<file path="src/rtl/xd_pkg.sv">
// xd_pkg
// Shared types and defaults for the toggle-handshake (two-phase req/ack)
// clock-domain crossing blocks.
//   xd_rx_state_t       : receiver FSM state (IDLE waiting for a request,
//                         HOLD presenting a captured word downstream)
//   XD_SYNC_STAGES_DEF  : default synchroniser depth for req/ack paths
package xd_pkg;

    typedef enum logic {
        IDLE = 1'b0,
        HOLD = 1'b1
    } xd_rx_state_t;

    localparam int XD_SYNC_STAGES_DEF = 2;

endpackage : xd_pkg

</file>
<file path="src/rtl/xd_sync.sv">
// xd_sync
// Single-bit multi-flop synchroniser for a level/toggle signal arriving from
// another clock domain. Also intended for the ack path of the matching
// transmitter.
// Ports:
//   clk_i   : destination clock
//   rst_ni  : asynchronous active-low reset, all stages clear to 0
//   d_i     : asynchronous input bit
//   q_o     : synchronised output (last stage of the chain)
// Parameters:
//   STAGES  : number of flops in the chain, legal range 2..4
module xd_sync
    import xd_pkg::*;
#(
    parameter int STAGES = XD_SYNC_STAGES_DEF
) (
    input  logic clk_i,
    input  logic rst_ni,
    input  logic d_i,
    output logic q_o
);

    // The attribute keeps placement tight and stops retiming across the chain.
    (* ASYNC_REG = "TRUE" *) logic [STAGES-1:0] sync_q;

    // Shift the asynchronous input through the chain; stage 0 is the only
    // flop allowed to go metastable.
    always_ff @(posedge clk_i or negedge rst_ni) begin
        if (!rst_ni) begin
            sync_q <= '0;
        end else begin
            sync_q <= {sync_q[STAGES-2:0], d_i};
        end
    end

    assign q_o = sync_q[STAGES-1];

endmodule : xd_sync

</file>
<file path="src/rtl/xd_hs_rx.sv">
// xd_hs_rx
// Destination end of a two-phase bundled-data crossing. A request toggle on
// req_i is synchronised; the bundled data_i is then captured and offered on a
// valid/ready interface. Once consumed, ack_o is toggled back to the source.
// Ports:
//   clk_i, rst_ni  : destination clock, asynchronous active-low reset
//   req_i          : request toggle from the source domain
//   data_i         : bundled data, stable around each req_i toggle
//   ack_o          : acknowledge toggle back to the source (registered)
//   valid_o/data_o : captured word and its valid flag
//   ready_i        : downstream accepts data_o
//   busy_o         : request pending or word held
//   overrun_o      : sticky flag, source toggled again before ack
//   clr_i          : synchronous clear of overrun_o and xfer_cnt_o
//   xfer_cnt_o     : completed-transfer count, wraps
module xd_hs_rx
    import xd_pkg::*;
#(
    parameter int DATA_W      = 8,
    parameter int SYNC_STAGES = XD_SYNC_STAGES_DEF,
    parameter int CNT_W       = 16
) (
    input  logic              clk_i,
    input  logic              rst_ni,
    input  logic              req_i,
    input  logic [DATA_W-1:0] data_i,
    output logic              ack_o,
    output logic              valid_o,
    output logic [DATA_W-1:0] data_o,
    input  logic              ready_i,
    output logic              busy_o,
    output logic              overrun_o,
    input  logic              clr_i,
    output logic [CNT_W-1:0]  xfer_cnt_o
);

    xd_rx_state_t      state_q;
    logic              reqSync;
    logic              reqSync_q;
    logic              ack_q;
    logic              valid_q;
    logic [DATA_W-1:0] data_q;
    logic              overrun_q;
    logic [CNT_W-1:0]  xferCnt_q;

    logic              pend;
    logic              complete;
    logic              overrunEvt;

    xd_sync #(
        .STAGES (SYNC_STAGES)
    ) u_reqSync (
        .clk_i  (clk_i),
        .rst_ni (rst_ni),
        .d_i    (req_i),
        .q_o    (reqSync)
    );

    // A request is outstanding whenever the synchronised req and our ack
    // disagree. An edge on reqSync seen while a word is still held means the
    // source did not wait for the ack.
    assign pend       = reqSync ^ ack_q;
    assign complete   = (state_q == HOLD) && valid_q && ready_i;
    assign overrunEvt = (state_q == HOLD) && (reqSync != reqSync_q);

    // Receiver FSM with all outputs registered. data_i is sampled only once
    // the toggle has crossed the synchroniser, by which time the bundled
    // data has been stable for SYNC_STAGES cycles. Overrun set takes
    // precedence over clr_i; clr_i takes precedence over the count increment.
    always_ff @(posedge clk_i or negedge rst_ni) begin
        if (!rst_ni) begin
            state_q   <= IDLE;
            reqSync_q <= 1'b0;
            ack_q     <= 1'b0;
            valid_q   <= 1'b0;
            data_q    <= '0;
            overrun_q <= 1'b0;
            xferCnt_q <= '0;
        end else begin
            reqSync_q <= reqSync;

            case (state_q)
                IDLE: begin
                    if (pend) begin
                        data_q  <= data_i;
                        valid_q <= 1'b1;
                        state_q <= HOLD;
                    end
                end
                HOLD: begin
                    if (complete) begin
                        valid_q <= 1'b0;
                        ack_q   <= ~ack_q;
                        state_q <= IDLE;
                    end
                end
                default: begin
                    state_q <= IDLE;
                end
            endcase

            if (overrunEvt) begin
                overrun_q <= 1'b1;
            end else if (clr_i) begin
                overrun_q <= 1'b0;
            end

            if (clr_i) begin
                xferCnt_q <= '0;
            end else if (complete) begin
                xferCnt_q <= xferCnt_q + 1'b1;
            end
        end
    end

    assign ack_o      = ack_q;
    assign valid_o    = valid_q;
    assign data_o     = data_q;
    assign overrun_o  = overrun_q;
    assign xfer_cnt_o = xferCnt_q;
    assign busy_o     = pend | valid_q;

endmodule : xd_hs_rx

</file>
<file path="config.mk">
export PLATFORM = sky130hd
export DESIGN_NAME = xd_hs_rx
export DESIGN_NICKNAME = d
export VERILOG_FILES = /design/src/rtl/xd_pkg.sv /design/src/rtl/xd_sync.sv /design/src/rtl/xd_hs_rx.sv
export SDC_FILE = /design/constraint.sdc
export NUM_CORES = 1
export LEC_CHECK = 0
export BUFFER_PORTS_ARGS = -buffer_cell sky130_fd_sc_hd__buf_2
export CAP_MARGIN = 10
export CORE_MARGIN = 2
export CORE_UTILIZATION = 45
export CTS_CLUSTER_SIZE = 10
export DETAILED_ROUTE_END_ITERATION = 8
export HOLD_SLACK_MARGIN = 0.02
export PLACE_DENSITY = 0.74
export SLEW_MARGIN = 20
export SYNTH_ARGS = -nofsm -noshare
export SYNTH_HDL_FRONTEND = slang
export SYNTH_SLANG_ARGS = --single-unit
export TNS_END_PERCENT = 30
</file>
<file path="constraint.sdc">
create_clock -name clk_i -period 1.4 [get_ports clk_i]
set_input_delay 0.21 -clock clk_i [delete_from_list [all_inputs] [get_ports clk_i]]
set_output_delay 0.21 -clock clk_i [all_outputs]
set_load 0.01 [all_outputs]
</file>
==> flow_metrics.py, run 1 <==
metrics = {
    "yosys": {
        "yosys.area_share.adder_pct": 0.9066,
        "ys_warn_count": 0,
        "synth-edff-count": 0,
        "synth_mux_area_share_pct": 7.344,
        "synthCells": 120,
        "synthXorXnorAreaFrac_pct": 7.616,
        "syn-cell-area_sq_um": 1380,
        "synth_top_family_by_area": "simple AND/OR/NAND/NOR gates",
        "avgSynthCellArea_sq_um": 11.50,
        "synth-seq-cells": 31,
        "ys.flop_type": "dfrtp_1",
        "ys_types": 28,
        "syn-num-nets": 134,
        "async_reset_ff_share_pct": 100.0,
        "synth_compound_area_share_pct": 5.258,
        "synthSimpleGateAreaFrac_pct": 20.49,
        "yosysSeqAreaShare_pct": 56.21,
    },
    "clock_network": {
        "clkTransAtPathRegs_ns": 0.11,
        "cts_max_path_buffers": 2,
        "cts_max_level": 2,
        "insertion_delay_ns": 0.33,
        "clockRootBuffer": "clkbuf_4",
        "cts_buffers": 5,
        "clock_sinks": 31,
        "tritoncts": "yes",
    },
    "grt": {
        "grt_pass1_vias": 1101,
        "grt_overflow": 0,
        "grt_max_degree": 32,
        "track_usage_pct": 19.10,
        "grt_pass1_wl_mm": 4.871,
        "antenna_found_initial": 0,
    },
    "finish": {
        "multi_input_area_sq_um": 609.3,
        "diodes": 0,
        "areaGrowthSynthToFinish_pct": 35.99,
        "layout_commonest_cell": "buf_2",
        "layout_common_cells": "buf_2, dfrtp_1, buf_4",
        "drive_gt1_share_pct": 48.40,
        "fillerInstances": 242,
        "nets": 201,
        "seq_area_sq_um": 775.7,
        "final_cell_area_sq_um": 1877,
    },
    "power_and_ir_drop": {
        "power_density_nw_per_um2": 1375,
        "switchingPower_uw": 849.1,
        "p_comb_share_pct": 33.3,
        "intPower_mw": 1.732,
        "switching_share_pct": 32.90,
        "max-vdd-ir-drop_uv": 1219,
        "pwr-share-seq_pct": 46.7,
        "clockPowerShare_pct": 20.0,
        "p_leak_nw": 0.9285,
    },
    "worst_setup_path": {
        "crit_path_cell_trace": "and4_1, nand4_4, or3_4, a21oi_2",
        "crit_path_top_delay_cell": "dfrtp_1",
        "cp-start-kind": "flip-flop",
        "cp.arrival_ns": 1.69,
        "cp-end-kind": "flip-flop",
        "cp_max_fo": 4,
        "crit_type": "reg2reg",
        "crit_path_max_incr_delay_ns": 0.39,
        "cp.required_ns": 1.67,
        "r2r_cells": 4,
    },
    "sta": {
        "setup-violations-final": 3,
        "slew_headroom_pct": 54.61,
        "timing.final.crit_share_pct": 101.6,
        "tns_ns": -0.05209,
        "fin_crit_ns": 1.422,
        "finalClockSkew_ns": 0.01110,
        "slew_viol_final": 0,
        "clock.fmax_mhz": 703.1,
        "rsz0062_at_grt": "yes",
        "fin_ws_ns": -0.02224,
        "worst_pin_slew_ns": 0.6809,
        "hold_viol_final": 0,
    },
    "drt": {
        "drt_wl_total_mm": 3.101,
        "avgRoutedWirePerCell_um": 14.03,
        "num_vias": 1164,
        "dr.pass1.iters": 4,
        "vias_per_cell": 5.267,
        "drt_iter0_drc": 23,
        "drc": 0,
        "postRouteAntennaNets": 0,
    },
    "floorplan": {
        "ios": 41,
        "coreArea_sq_um": 2978,
        "die-area_sq_um": 3526,
        "row_count": 20,
        "die_x_um": 59.38,
        "die_h_um": 59.38,
        "initial_core_util_pct": 46.34,
    },
    "run_status": {
        "violations": "setup timing",
        "outcome": "complete, but fails checks",
    },
    "min_path": {
        "hold_path_depth": 2,
        "hp-class": "in2reg",
    },
    "place": {
        "portBuffers": 40,
        "dp_hpwl_mm": 2.192,
        "gp_congestion": 0.8503,
        "placed_cell_area_sq_um": 1734,
    },
    "job": {
        "maxCapViolCount": 0,
    },
}
final cells by class:
cell class | count | area share (%)
clock buffers | 5 | 2.000
clock inverters | 3 | 1.067
inverters | 2 | 0.4000
multi-input cells | 83 | 32.47
flip-flops and latches | 31 | 41.33
well taps | 33 | 2.200
repair buffers | 64 | 20.53
worst paths after layout:
path,endpoint,slack [ns],from
max in group asynchronous,xfer_cnt_o[12],0.51,rst_ni
min reg2reg,u_reqSync.sync_q[1],0.37,u_reqSync.sync_q[0]
min in group asynchronous,xfer_cnt_o[0],0.45,rst_ni
max,xfer_cnt_o[15],-0.02,xfer_cnt_o[6]
max reg2reg,xfer_cnt_o[15],-0.02,xfer_cnt_o[6]
min,data_o[3],0.1,data_i[3]
metrics by stage:
step           hold WS [ns]  power [mW]  instances  utilization [%]  setup slack (ns)
6_report            0.09900       2.581        221            63.03          -0.02224
5_1_grt             0.07393       2.740        221            63.03           -0.1109
4_1_cts             0.07145       2.604        219            61.85          -0.04953
3_5_place_dp         0.2894       2.039        207            58.24          -0.06037
3_3_place_gp         0.2764       2.005        207            58.24           0.01524
2_1_floorplan      -0.08559       1.683        120                -           -0.1470
cells by family after synthesis:
group                    Yosys count
flip-flops                        31
adder cells (fa/ha/maj)            1
buffers and inverters              6
AO/OA/AOI/OAI                     14
XOR/XNOR                          12
AND/OR/NAND/NOR                   47
multiplexers                       9
power groups by stage:
stage	Sequential, mW	Clock (mW)	Combinational, mW
2_1_floorplan	1.31	0	0.374
3_3_place_gp	1.20	0	0.807
3_5_place_dp	1.22	0	0.823
4_1_cts	1.20	0.545	0.859
5_1_grt	1.23	0.570	0.939
6_report	1.21	0.515	0.860
worst max-delay path, delay by kind of cell (launching register included):
kind	cells	cell delay (ns)
AND/OR/NAND/NOR	3	0.84
flip-flops	1	0.39
AO/OA/AOI/OAI	1	0.13
registers in the layout (all words and copies together), names as in the netlist:
signal	count
valid_o	1
state_q	1
reqSync_q	1
u_reqSync.sync_q	2
data_o	8
overrun_o	1
ack_o	1
xfer_cnt_o	16
cell usage after synthesis (3+ instances only):
master,n,area share (%)
nand4_1,6,2.7
nand3_1,4,1.5
o21ai_0,6,2.2
dfrtp_1,31,56
a21oi_1,7,2.5
clkbuf_1,3,0.82
and3_1,3,1.4
or3_1,5,2.3
nor2_1,11,3.0
xor2_1,7,4.4
xnor2_1,5,3.2
nand2_1,6,1.6
mux2_2,9,7.3
layer usage:
metal | part of all wire (%) | vias to the layer above | global-route usage [%]
met5 | 0 | - | 0
met4 | 1.5 | 0 | 7.792
met3 | 6.9 | 6 | 6.769
met2 | 51 | 44 | 31.55
met1 | 40 | 560 | 22.54
li1 | - | 554 | -
what timing repair did:
action	4_1_cts	5_1_grt
buffers inserted	2	2
endpoints found under the setup margin	7	8
hold buffers	2	0
pin swaps	2	0
hold endpoints to repair	32	0
resized for setup	3	5
No activity file was read; power rests on OpenSTA's default activity.
==> inputs of run 2 (changes only) <==
--- a/config.mk
+++ b/config.mk
@@ -6,7 +6,7 @@
 export NUM_CORES = 1
 export LEC_CHECK = 0
 export BUFFER_PORTS_ARGS = -buffer_cell sky130_fd_sc_hd__buf_2
-export CAP_MARGIN = 10
+export CAP_MARGIN = 30
 export CORE_MARGIN = 2
 export CORE_UTILIZATION = 45
 export CTS_CLUSTER_SIZE = 10
@@ -16,5 +16,6 @@
 export SLEW_MARGIN = 20
 export SYNTH_ARGS = -nofsm -noshare
 export SYNTH_HDL_FRONTEND = slang
+export SYNTH_HIERARCHICAL = 1
 export SYNTH_SLANG_ARGS = --single-unit
 export TNS_END_PERCENT = 30
==> flow_metrics.py, run 2 <==
metrics = {
    "run_status": {
        "outcome": "complete, but fails checks",
        "violations": "DRC, setup timing",
    },
    "clock_network": {
        "clkTransAtPathRegs_ns": 0.10,
        "cts_max_path_buffers": 2,
        "insertion_delay_ns": 0.35,
        "clock_sinks": 31,
        "cts_max_level": 2,
        "tritoncts": "yes",
        "clockRootBuffer": "clkbuf_4",
        "cts_buffers": 5,
    },
    "yosys": {
        "synthCells": 118,
        "synth-seq-cells": 31,
        "ys_warn_count": 6,
        "synth_top_area_cell": "dfrtp_1",
        "syn-cell-area_sq_um": 1344,
        "ys.flop_type": "dfrtp_1",
        "ys_types": 24,
        "avgSynthCellArea_sq_um": 11.39,
        "syn-num-nets": 132,
        "synth-edff-count": 0,
        "synth_top_area_share_pct": 57.73,
        "yosysSeqAreaShare_pct": 57.73,
        "synthTopCellsByCount": "dfrtp_1, nor2_1, xnor2_1",
        "synth_most_common_cell": "dfrtp_1",
        "synthTopCellsByArea": "dfrtp_1, xnor2_1, mux2_2",
        "async_reset_ff_share_pct": 100.0,
    },
    "worst_setup_path": {
        "crit_type": "reg2reg",
        "cp.arrival_ns": 1.87,
        "cp.required_ns": 1.68,
        "cp-end-kind": "flip-flop",
        "cp_max_fo": 3,
        "cp-start-kind": "flip-flop",
    },
    "drt": {
        "dr.pass1.iters": 6,
        "num_vias": 1238,
        "drt_iter0_drc": 68,
        "avgRoutedWirePerCell_um": 15.93,
        "drt_wl_total_mm": 3.696,
        "drc": 3,
        "postRouteAntennaNets": 0,
        "vias_per_cell": 5.336,
    },
    "floorplan": {
        "die-area_sq_um": 3439,
        "die_x_um": 58.65,
        "row_count": 19,
        "die_h_um": 58.65,
        "coreArea_sq_um": 2805,
        "ios": 41,
        "initial_core_util_pct": 47.90,
    },
    "finish": {
        "drive_gt1_share_pct": 54.23,
        "layout_common_cells": "buf_2, buf_4, dfrtp_1",
        "layout_commonest_cell": "buf_2",
        "nets": 214,
        "diodes": 0,
        "areaGrowthSynthToFinish_pct": 54.66,
        "final_cell_area_sq_um": 2078,
        "fillerInstances": 193,
        "fin_cells": 232,
        "largest_reg_flops": 16,
    },
    "power_and_ir_drop": {
        "power.total_mw": 2.790,
        "power_density_nw_per_um2": 1342,
        "max-vdd-ir-drop_uv": 955.6,
        "p_leak_nw": 0.9997,
    },
    "sta": {
        "setup-violations-final": 7,
        "rsz0062_at_grt": "yes",
        "fin_crit_ns": 1.590,
        "finalClockSkew_ns": 0.004555,
        "slew_headroom_pct": 71.86,
        "holdWs_ns": 0.08620,
        "timing.final.crit_share_pct": 113.6,
        "fin_ws_ns": -0.1903,
        "slew_viol_final": 0,
        "worst_pin_slew_ns": 0.4183,
        "clock.fmax_mhz": 628.8,
        "hold_viol_final": 0,
        "tns_ns": -0.5801,
    },
    "place": {
        "placed_cell_area_sq_um": 1783,
        "place_inst": 212,
        "gp_congestion": 0.8068,
        "dp_hpwl_mm": 2.336,
        "portBuffers": 40,
    },
    "min_path": {
        "hp-class": "in2reg",
    },
    "grt": {
        "grt_overflow": 0,
        "track_usage_pct": 22.02,
        "grt_max_degree": 18,
        "antenna_found_initial": 0,
        "grt_pass1_wl_mm": 5.637,
        "grt_pass1_vias": 1224,
    },
    "job": {
        "maxCapViolCount": 0,
    },
}
-- run 2: critical path: stages (launching register included) --
cell and delay, ns:
dfrtp_2 0.38, nand4_2 0.11, or3_4 0.40, or4_4 0.49, a21oi_2 0.13
-- run 2: worst paths after layout --
kind	from	end	slack, ns	cells past startpoint
setup / recovery	xfer_cnt_o[5]	xfer_cnt_o[15]	-0.19	4
min in group asynchronous	rst_ni	xfer_cnt_o[5]	0.31	2
max in group asynchronous	rst_ni	xfer_cnt_o[0]	0.66	3
hold / removal	data_i[2]	data_o[2]	0.09	2
setup reg to reg	xfer_cnt_o[5]	xfer_cnt_o[15]	-0.19	4
hold reg to reg	u_reqSync/sync_q[0]	u_reqSync/sync_q[1]	0.36	0
-- run 2: power by group --
part / internal, mW / switching, mW
sequential: 1.08 / 0.116
combinational: 0.453 / 0.395
clock: 0.421 / 0.325
-- run 2: repair_timing --
| action | CTS | global route |
|---|---|---|
| gates resized for setup | 8 | 14 |
| hold endpoints to repair | 16 | 0 |
| setup buffers | 6 | 4 |
| pin swaps | 4 | 4 |
| hold buffers | 2 | 0 |
| setup endpoints to repair | 8 | 14 |
-- run 2: cell families after synthesis --
group	after synthesis	share of synthesized area, %
adders and majority gates	1	0.9309
buffers and inverters	8	2.328
and+or+nand+nor	46	18.34
DFF	31	57.73
AOI/OAI and AO/OA	8	3.538
muxes	8	6.704
xor gates and xnor gates	16	10.43
-- run 2: metrics by stage --
step                      setup slack [ns]  util (%)
after global routing               -0.2496     74.09
after detailed placement           -0.2067     63.56
final                              -0.1903     74.09
after global placement             -0.1170     63.56
after floorplan                    -0.2560         -
after CTS                          -0.1813     70.56
-- run 2: metal layers --
layer / routed length (um) / vias up / global-route usage (%)
met3: 284 / 10 / 8.132
li1: - / 572 / -
met2: 1883 / 60 / 36.92
met4: 77 / 0 / 5.519
met1: 1450 / 596 / 27.10
met5: 0 / - / 0
-- run 2: final cells by class --
cell class / instances / area (sq um) / area share [%]
flip-flops and latches: 31 / 780.7 / 37.57
multi-input cells: 79 / 613.1 / 29.50
well taps: 31 / 38.79 / 1.866
clock buffers: 6 / 51.30 / 2.468
inverters: 5 / 18.77 / 0.9031
clock inverters: 2 / 35.03 / 1.686
repair buffers: 78 / 540.5 / 26.01
